## config.mk

```make
export PLATFORM = sky130hd
export DESIGN_NAME = vec_rf_port_arbiter
export DESIGN_NICKNAME = d
export VERILOG_FILES = /design/src/rtl/vec_rf_port_arbiter.sv
export SDC_FILE = /design/constraint.sdc
export NUM_CORES = 2
export LEC_CHECK = 0
export ABC_AREA = 0
export BUFFER_PORTS_ARGS = -buffer_cell sky130_fd_sc_hd__buf_2
export CAP_MARGIN = 0
export CELL_PAD_IN_SITES_DETAIL_PLACEMENT = 1
export CELL_PAD_IN_SITES_GLOBAL_PLACEMENT = 1
export CORE_AREA = 2 2 613 615
export CTS_CLUSTER_SIZE = 40
export DETAILED_ROUTE_END_ITERATION = 10
export DIE_AREA = 0 0 615 617
export GPL_TIMING_DRIVEN = 0
export PLACE_DENSITY = 0.33
export SYNTH_ARGS = -nofsm -noshare
export SYNTH_HDL_FRONTEND = slang
export SYNTH_SLANG_ARGS = --single-unit
```

## constraint.sdc

```tcl
create_clock -name clk -period 10.58 [get_ports clk]
set_input_delay 0.529 -clock clk [delete_from_list [all_inputs] [get_ports clk]]
set_output_delay 0.529 -clock clk [all_outputs]
set_load 0.005 [all_outputs]
```

## src/rtl/vec_rf_port_arbiter.sv

```systemverilog
// -----------------------------------------------------------------------------
// vec_rf_port_arbiter
//
// Purpose:
//   Shares PORTS vector register-file ports among NUM_REQ requesters. Each
//   cycle up to PORTS requests are granted, scanning requesters in round-robin
//   order from rr_ptr. The k-th granted requester drives regfile port k
//   combinationally in the grant cycle. Same-cycle hazards are resolved by
//   the arbiter:
//     - write/write to one address: only the earlier (round-robin order) write
//       is granted, the later one waits.
//     - read/write to one address: the later one waits, unless the build
//       defines VRF_BYPASS_EN, in which case both are granted and the read
//       returns the write data instead of regfile read data.
//   Read data comes back from the regfile one cycle after the grant. A
//   per-port tag {valid, requester id} is registered at the grant and steers
//   that data to the requester's response slice.
//
// Configuration macro:
//   VRF_BYPASS_EN  enable same-cycle read/write forwarding (default: off).
//
// Ports:
//   clk        in   sole clock, rising edge
//   rst_n      in   asynchronous active-low reset
//   req_valid  in   [NUM_REQ]            per-requester request
//   req_rw     in   [NUM_REQ]            1 = write, 0 = read
//   req_addr   in   [NUM_REQ*ADDR_WIDTH] address, requester i at slice i
//   req_wdata  in   [NUM_REQ*VLEN_B]     write data
//   req_ready  out  [NUM_REQ]            grant; transfer on valid && ready
//   rsp_valid  out  [NUM_REQ]            read data valid, one-cycle pulse
//   rsp_rdata  out  [NUM_REQ*VLEN_B]     read data, holds when not valid
//   rf_en      out  [PORTS]              regfile port enable
//   rf_rw      out  [PORTS]              regfile port direction, 1 = write
//   rf_addr    out  [PORTS*ADDR_WIDTH]   regfile port address
//   rf_wdata   out  [PORTS*VLEN_B]       regfile port write data
//   rf_rdata   in   [PORTS*VLEN_B]       regfile read data, one cycle later
//
// Handshake: a request transfers in the cycle where req_valid[i] and
// req_ready[i] are both high; req_ready never rises without req_valid, and a
// requester may drop req_valid at any time while not granted.
// -----------------------------------------------------------------------------
module vec_rf_port_arbiter #(
    parameter int NUM_REQ    = 4,
    parameter int PORTS      = 2,
    parameter int ADDR_WIDTH = 5,
    parameter int VLEN_B     = 128
) (
    input  logic                         clk,
    input  logic                         rst_n,
    input  logic [NUM_REQ-1:0]           req_valid,
    input  logic [NUM_REQ-1:0]           req_rw,
    input  logic [NUM_REQ*ADDR_WIDTH-1:0] req_addr,
    input  logic [NUM_REQ*VLEN_B-1:0]    req_wdata,
    output logic [NUM_REQ-1:0]           req_ready,
    output logic [NUM_REQ-1:0]           rsp_valid,
    output logic [NUM_REQ*VLEN_B-1:0]    rsp_rdata,
    output logic [PORTS-1:0]             rf_en,
    output logic [PORTS-1:0]             rf_rw,
    output logic [PORTS*ADDR_WIDTH-1:0]  rf_addr,
    output logic [PORTS*VLEN_B-1:0]      rf_wdata,
    input  logic [PORTS*VLEN_B-1:0]      rf_rdata
);

    localparam int ID_W = (NUM_REQ > 1) ? $clog2(NUM_REQ) : 1;

    // Round-robin pointer: first requester considered in the next scan.
    logic [ID_W-1:0] rr_ptr;
    logic [ID_W-1:0] next_ptr;

    // Combinational grant results.
    logic [NUM_REQ-1:0]          grant;
    logic [PORTS-1:0][ID_W-1:0]  port_id;
    logic [ID_W-1:0]             last_id;
    logic                        any_grant;

    // Response tags, one stage deep, one per port.
    logic [PORTS-1:0]            tag_valid;
    logic [PORTS-1:0][ID_W-1:0]  tag_id;

    // Last delivered read data per requester (held while rsp_valid is low).
    logic [NUM_REQ*VLEN_B-1:0]   rsp_hold;

    // -------------------------------------------------------------------------
    // Grant scan. Requesters are visited in round-robin order; every index is
    // resolved through constant loops and equality compares so no selects use
    // a data-dependent index.
    // -------------------------------------------------------------------------
    always_comb begin
        int                               slot;
        int                               idx;
        logic                             c_valid;
        logic                             c_rw;
        logic [ADDR_WIDTH-1:0]            c_addr;
        logic [VLEN_B-1:0]                c_wdata;
        logic                             blocked;
        logic [PORTS-1:0][ADDR_WIDTH-1:0] s_addr;
        logic [PORTS-1:0]                 s_rw;

        grant     = '0;
        port_id   = '0;
        last_id   = rr_ptr;
        any_grant = 1'b0;
        rf_en     = '0;
        rf_rw     = '0;
        rf_addr   = '0;
        rf_wdata  = '0;
        slot      = 0;
        idx       = 0;
        c_valid   = 1'b0;
        c_rw      = 1'b0;
        c_addr    = '0;
        c_wdata   = '0;
        blocked   = 1'b0;
        s_addr    = '0;
        s_rw      = '0;

        for (int k = 0; k < NUM_REQ; k++) begin
            idx = int'(rr_ptr) + k;
            if (idx >= NUM_REQ) begin
                idx = idx - NUM_REQ;
            end

            c_valid = 1'b0;
            c_rw    = 1'b0;
            c_addr  = '0;
            c_wdata = '0;
            for (int i = 0; i < NUM_REQ; i++) begin
                if (i == idx) begin
                    c_valid = req_valid[i];
                    c_rw    = req_rw[i];
                    c_addr  = req_addr[i*ADDR_WIDTH +: ADDR_WIDTH];
                    c_wdata = req_wdata[i*VLEN_B +: VLEN_B];
                end
            end

            // Hazard check against requests already granted this cycle.
            blocked = 1'b0;
            for (int p = 0; p < PORTS; p++) begin
                if (p < slot && s_addr[p] == c_addr) begin
                    if (s_rw[p] && c_rw) begin
                        blocked = 1'b1;
                    end
`ifndef VRF_BYPASS_EN
                    if (s_rw[p] != c_rw) begin
                        blocked = 1'b1;
                    end
`endif
                end
            end

            if (rst_n && c_valid && !blocked && slot < PORTS) begin
                for (int i = 0; i < NUM_REQ; i++) begin
                    if (i == idx) begin
                        grant[i] = 1'b1;
                    end
                end
                for (int p = 0; p < PORTS; p++) begin
                    if (p == slot) begin
                        rf_en[p]                              = 1'b1;
                        rf_rw[p]                              = c_rw;
                        rf_addr[p*ADDR_WIDTH +: ADDR_WIDTH]   = c_addr;
                        rf_wdata[p*VLEN_B +: VLEN_B]          = c_wdata;
                        port_id[p]                            = ID_W'(idx);
                        s_addr[p]                             = c_addr;
                        s_rw[p]                               = c_rw;
                    end
                end
                last_id   = ID_W'(idx);
                any_grant = 1'b1;
                slot      = slot + 1;
            end
        end
    end

    assign req_ready = grant;

    // Pointer moves just past the last requester granted this cycle.
    assign next_ptr = (int'(last_id) == NUM_REQ - 1) ? '0 : last_id + ID_W'(1);

`ifdef VRF_BYPASS_EN
    // -------------------------------------------------------------------------
    // Forwarding: a read port whose address matches a write port granted in
    // the same cycle takes that write data instead of the regfile read data.
    // -------------------------------------------------------------------------
    logic [PORTS-1:0]        fwd_hit;
    logic [PORTS*VLEN_B-1:0] fwd_data;
    logic [PORTS-1:0]        tag_fwd;
    logic [PORTS*VLEN_B-1:0] tag_fwd_data;

    always_comb begin
        fwd_hit  = '0;
        fwd_data = '0;
        for (int p = 0; p < PORTS; p++) begin
            for (int q = 0; q < PORTS; q++) begin
                if (rf_en[p] && !rf_rw[p] && rf_en[q] && rf_rw[q] &&
                    rf_addr[p*ADDR_WIDTH +: ADDR_WIDTH] ==
                    rf_addr[q*ADDR_WIDTH +: ADDR_WIDTH]) begin
                    fwd_hit[p]                   = 1'b1;
                    fwd_data[p*VLEN_B +: VLEN_B] = rf_wdata[q*VLEN_B +: VLEN_B];
                end
            end
        end
    end

    always_ff @(posedge clk or negedge rst_n) begin
        if (!rst_n) begin
            tag_fwd      <= '0;
            tag_fwd_data <= '0;
        end else begin
            tag_fwd      <= fwd_hit;
            tag_fwd_data <= fwd_data;
        end
    end
`endif

    // -------------------------------------------------------------------------
    // Pointer, response tags and held read data.
    // -------------------------------------------------------------------------
    always_ff @(posedge clk or negedge rst_n) begin
        if (!rst_n) begin
            rr_ptr    <= '0;
            tag_valid <= '0;
            tag_id    <= '0;
            rsp_hold  <= '0;
        end else begin
            if (any_grant) begin
                rr_ptr <= next_ptr;
            end
            for (int p = 0; p < PORTS; p++) begin
                tag_valid[p] <= rf_en[p] && !rf_rw[p];
                tag_id[p]    <= port_id[p];
            end
            rsp_hold <= rsp_rdata;
        end
    end

    // -------------------------------------------------------------------------
    // Response steering: a valid tag routes its port's returning data to the
    // tagged requester; other slices present their held value.
    // -------------------------------------------------------------------------
    always_comb begin
        rsp_valid = '0;
        rsp_rdata = rsp_hold;
        for (int i = 0; i < NUM_REQ; i++) begin
            for (int p = 0; p < PORTS; p++) begin
                if (tag_valid[p] && tag_id[p] == ID_W'(i)) begin
                    rsp_valid[i] = 1'b1;
`ifdef VRF_BYPASS_EN
                    if (tag_fwd[p]) begin
                        rsp_rdata[i*VLEN_B +: VLEN_B] = tag_fwd_data[p*VLEN_B +: VLEN_B];
                    end else begin
                        rsp_rdata[i*VLEN_B +: VLEN_B] = rf_rdata[p*VLEN_B +: VLEN_B];
                    end
`else
                    rsp_rdata[i*VLEN_B +: VLEN_B] = rf_rdata[p*VLEN_B +: VLEN_B];
`endif
                end
            end
        end
    end

endmodule

```

* Word level (Yosys, flattened, before mapping)
Cells that the tools add are included.
** Word-level totals
- Bits of input ports :: 798
- Word-level logic and storage cells :: 288
- Bits in registers :: 520
** Operators by class
- Add/sub/neg operators :: 10
- Reductions and logical operators :: 46
- Eq/ne operators :: 32
- Muxes and demuxes :: 182
- Order comparisons :: 13
** Operators by type and width (count)
- two-way mux 128 bit :: 31
- two-way mux 256 bit :: 3
- equality test 3 x 32 -> 1 bit (first input constant) :: 8
- equality test 2 x 32 -> 1 bit (first input constant) :: 7
- zero test 32 bit :: 7
- two-way mux 32 bit :: 6
- two-way mux 5 bit :: 23
- < comparator 1 x 32 -> 1 bit (first input constant) :: 3
- < comparator 2 x 32 -> 1 bit (first input constant) :: 3
- < comparator 32 x 3 -> 1 bit (second input constant) :: 3
- two-way mux 1 bit :: 91
- adder 32 x 2 -> 32 bit (second input constant) :: 2
- two-way mux 2 bit :: 18
- logical AND 1 bit :: 31
- two-way mux 10 bit :: 3
- two-way mux 4 bit :: 7
- equality test 5 bit :: 5
- subtractor 3 x 3 -> 4 bit (second input constant) :: 3
- >= comparator 3 bit (second input constant) :: 3
- equality test 2 bit (second input constant) :: 4
- adder 2 x 2 -> 3 bit (second input constant) :: 2
- equality test 2 x 1 -> 1 bit (second input constant) :: 3
- zero test 1 bit :: 5
- zero test 5 bit :: 1
- other kinds (6) :: 11

* Longest topological paths before layout
- Depth in word-level cells :: 43
- Mapped depth :: 26

* Worst setup path before layout
OpenSTA, ideal clock, no wires.
- Kind :: register to output
- From :: register rr_ptr[0]
- To :: output port rf_wdata[185]
- Data arrival time :: 5.640 ns
- Data required time :: 10.051 ns
- Cell stages (with the launch flop) :: 26
- Slack :: 4.411 ns
- Cell sequence :: dfrtp_1 > clkbuf_1 > inv_1 > ha_1 > buf_4 > or3b_1 > o2111ai_2 > buf_6 > buf_2 > or4_1 > o211ai_1 > a21oi_1 > clkbuf_1 > ha_1 > or3b_1 > a211oi_2 > o21ai_2 > or3_4 > and3_4 > a2111oi_4 > nand4b_2 > and3_4 > buf_6 > buf_6 > buf_6 > a21oi_1
** On the way
- Cells in the longest elaborated chain, start to end :: 41
** RTL lines
- from (decl) :: line 67 : logic [ID_W-1:0] rr_ptr;
- from (signal assigned) :: line 227 : rr_ptr <= next_ptr;
- branches (longest 40 deep; another with < comparator 1 x 32 -> 1 bit)
- two-way mux 256 bit (*) :: line 151 : if (rst_n && c_valid && !blocked && slot < PORTS) begin
- to (decl) :: line 60 : output logic [PORTS*VLEN_B-1:0] rf_wdata,
Every way passes the cells marked *.

* Worst setup path after layout
Same ends and word-level chain as after synthesis.

==> summary.md <==
| Metric | Value |
|---|---|
| Status | finished clean |
| Postcts setup bufs | 0 |
| Placed cell count | 12800 |
| Area growth from synthesis to final layout | 38.1% |
| Pleak | 0.0268 uW |
| Fmax | 100 MHz |
| Critical-path top delay cell | a211oi_1 |
| M2 GR Usage | 0.428 |
| CP peak stage delay | 0.89 ns |
| Initial Util | 0.120 |
| Synth top area share | 0.290 |
| Final Critical Period | 9.98 ns |
| Vias in the first global route | 62800 |
| Tightest Hold Check Type | input pin to register |
| Net count after synthesis | 6991 |
| Final Non-Filler Cells | 13000 |
| First-pass detailed-route iteration total | 6 |
| Met1 Usage GRT | 0.239 |
| Arrival @ worst endpoint | 9.45 ns |
| Family with the most delay on the worst path | buffers and inverters |
| Die area | 379000 um^2 |
| Die width | 615 um |
| Post-synthesis sequential area ratio | 0.290 |
| Tot Pwr | 25000 uW |
| Layout cells sized above 1 | 0.235 |
| Core area | 374000 um^2 |
| Most used DFF post-synth | dfrtp_1 |
| Crit-path cells | clkbuf_1, inv_1, ha_1, buf_2, nand3b_1, a211oi_1, nand2_1, a21oi_1, clkbuf_1, ha_1, or3b_1, a211oi_2, or2_2, o31a_1, nand2_2, buf_2, clkbuf_1, a311oi_1, a21oi_1, buf_2 |
| Mean post-synth cell area | 7.26 um^2 |
| Final Max Tran Viols | 0 |
| Syn Inst Count | 6182 |
| Max Clock Skew | 0.0392 ns |
| Synth Cell Area | 44900 um^2 |
| Clk_lat worst skew | 0.71 ns |
| Grt ovf | 0 |
| H-tree depth | 2 |
| Most Crowded Layer GR | met2 |
| Post-layout net count | 8663 |
| WP data required | 10.05 ns |
| Post-cts sizing count | 0 |
| CP Max Fanout | 10 |
| # DRC | 0 |
| Worst VDD drop | 0.166 mV |
| Filler cells | 45500 |
| Unrepaired setup endpoints after global routing | no |
| Die H | 617 um |
| Distinct cells, synth | 74 |
| Routability-driven placement congestion ratio | 0.921 |
| Ports | 1588 |
| Global-route wire length before repair | 603 mm |
| Power per cell area | 404 nW/um^2 |
| Global Route met3 Usage | 0.0473 |
| Commonest cells post-synth | 1041 x o21ai_0, 921 x a21oi_1, 698 x nand2_1, 663 x nor2_1, 527 x clkbuf_1 |
| Max-Cap Viols | 0 |
| Worst-Margin Slew | 1.39 ns |
| CP Buf/Inv Count | 7 |
| Rows | 225 |
| Synth warn | 0 |
| Startpoint Class | register |
| Clock buffer depth | 3 |
| Final wirelength | 457 mm |
| Setup violators final | 0 |
| Crit Path Class | register to output port |
| CP Capture Type | output port |
| DRT antenna net count | 0 |
| Cts bufs inserted | 61 |
| Drt first-iter violations | 3562 |
| Port Buf Inserts | 1587 |
| Slew HR | 0.0761 |
| Number of flops mapped to enable cells by yosys | 0 |
| Largest net degree at the start of global routing | 104 |
| CTS tree | yes |
| Via-to-Cell Ratio | 4.56 |
| Clk sinks | 520 |
| Most common cell in the netlist | o21ai_0 |
| DR vias | 59400 |
| Top cells by area, synth | dfrtp_1 29%, o21ai_0 12%, mux2i_1 11%, a21oi_1 10%, nand2_1 5.8% |
| Worst-path clk slew | 0.06 ns |
| Period utilisation layout | 0.943 |
| Gr usage total | 0.231 |
| Hold Violations, Final | 0 |
| Detailed-placement wirelength estimate | 381 mm |
| Synth area leader | dfrtp_1 |
| Post-synthesis async set-or-reset flop share | 1.00 |
| Root Buffer | clkbuf_16 |
| Initial antenna violation count | 235 |
| Synthesized flop and latch total | 520 |
| Wirelength per Cell | 35.2 um |
## cell type report
type / instances / area, um^2 / area share
sequential: 520 / 13000 / 0.210
buffer: 682 / 2880 / 0.0465
antenna: 117 / 293 / 0.00473
inverter: 18 / 67.6 / 0.00109
multi-input combinational: 4962 / 28900 / 0.467
clock inverter: 15 / 163 / 0.00263
tap: 4994 / 6250 / 0.101
clock buffer: 96 / 1890 / 0.0305
timing repair buffer: 1609 / 8440 / 0.136
## cell usage in the layout (no fill, tap or decap), types with 132 or more instances in the layout
master    synthesis  layout
nor2_1          663     663
o22ai_1         136     136
nor3_1          139     139
buf_2            52    1641
a221oi_1        132     132
mux2i_1         513     513
a221o_1         259     259
dfrtp_1         520     520
nand2_1         698     698
a21oi_1         921     921
o21ai_0        1041    1041
clkbuf_1        527     501
## power breakdown
group,internal [uW],switching (uW)
Combinational,5790,13700
Sequential,3020,284
Clock,1270,1010
## path summary, 6_finish.rpt
path | cells past startpoint | endpoint | startpoint | slack, ns
worst max-delay path | 20 | rf_wdata[185] | rr_ptr[0] | 0.60
worst min-delay path | 3 | rsp_hold[484] | rf_rdata[228] | 0.13
worst max register to register | 21 | tag_valid[1] | rr_ptr[0] | 2.41
worst min register to register | 2 | rsp_hold[135] | rsp_hold[135] | 0.60
max in group asynchronous | 6 | rsp_hold[124] | rst_n | 7.90
min in group asynchronous | 2 | rsp_hold[286] | rst_n | 0.37
## sequential cells by signal, indices dropped and copies added (netlist names)
register	flops
tag_valid	2
tag_id	4
rsp_hold	512
rr_ptr	2
## per-layer routing
layer | up-vias | share of wire | wire length [um]
li1 | 26400 | - | -
met1 | 30000 | 0.36 | 164000
met2 | 2155 | 0.52 | 236000
met3 | 690 | 0.057 | 26000
met4 | 130 | 0.067 | 30900
met5 | - | 0.0018 | 836
## repair_timing
action                     4_1_cts  5_1_grt
hold endpoints to repair        47        0
hold buffers                     1        0
setup endpoints to repair        0        0
## cells by family after synthesis
kind of cell,Yosys count,synth area share
DFF,520,0.290
buffers and inverters,700,0.0646
muxes,514,0.115
AOI/OAI and AO/OA,2724,0.367
adders and majority gates,11,0.00307
xor gates and xnor gates,5,0.000976
and+or+nand+nor,1708,0.160
## through the flow
step | util | worst slack, ns | instance area [um^2] | hold slack, ns | TNS [ns]
5_1_grt | 0.166 | 0.325 | 61900 | 0.107 | 0
4_1_cts | 0.165 | 0.539 | 61600 | 0.0431 | 0
3_5_place_dp | 0.160 | 1.34 | 59600 | 0.502 | 0
6_report | 0.166 | 0.601 | 61900 | 0.125 | 0
3_3_place_gp | 0.158 | -9.15 | 59000 | 0.586 | -4455.20
2_1_floorplan | - | 4.41 | 44900 | 0.233 | 0
## tightest hold or removal path, delay by kind of cell
family / cells / cell delay [ns]
buffers and inverters: 1 / 0.11
and+or+nand+nor: 1 / 0.05
AOI/OAI and AO/OA: 1 / 0.09
Note: power is estimated with default switching activity, not from simulation.
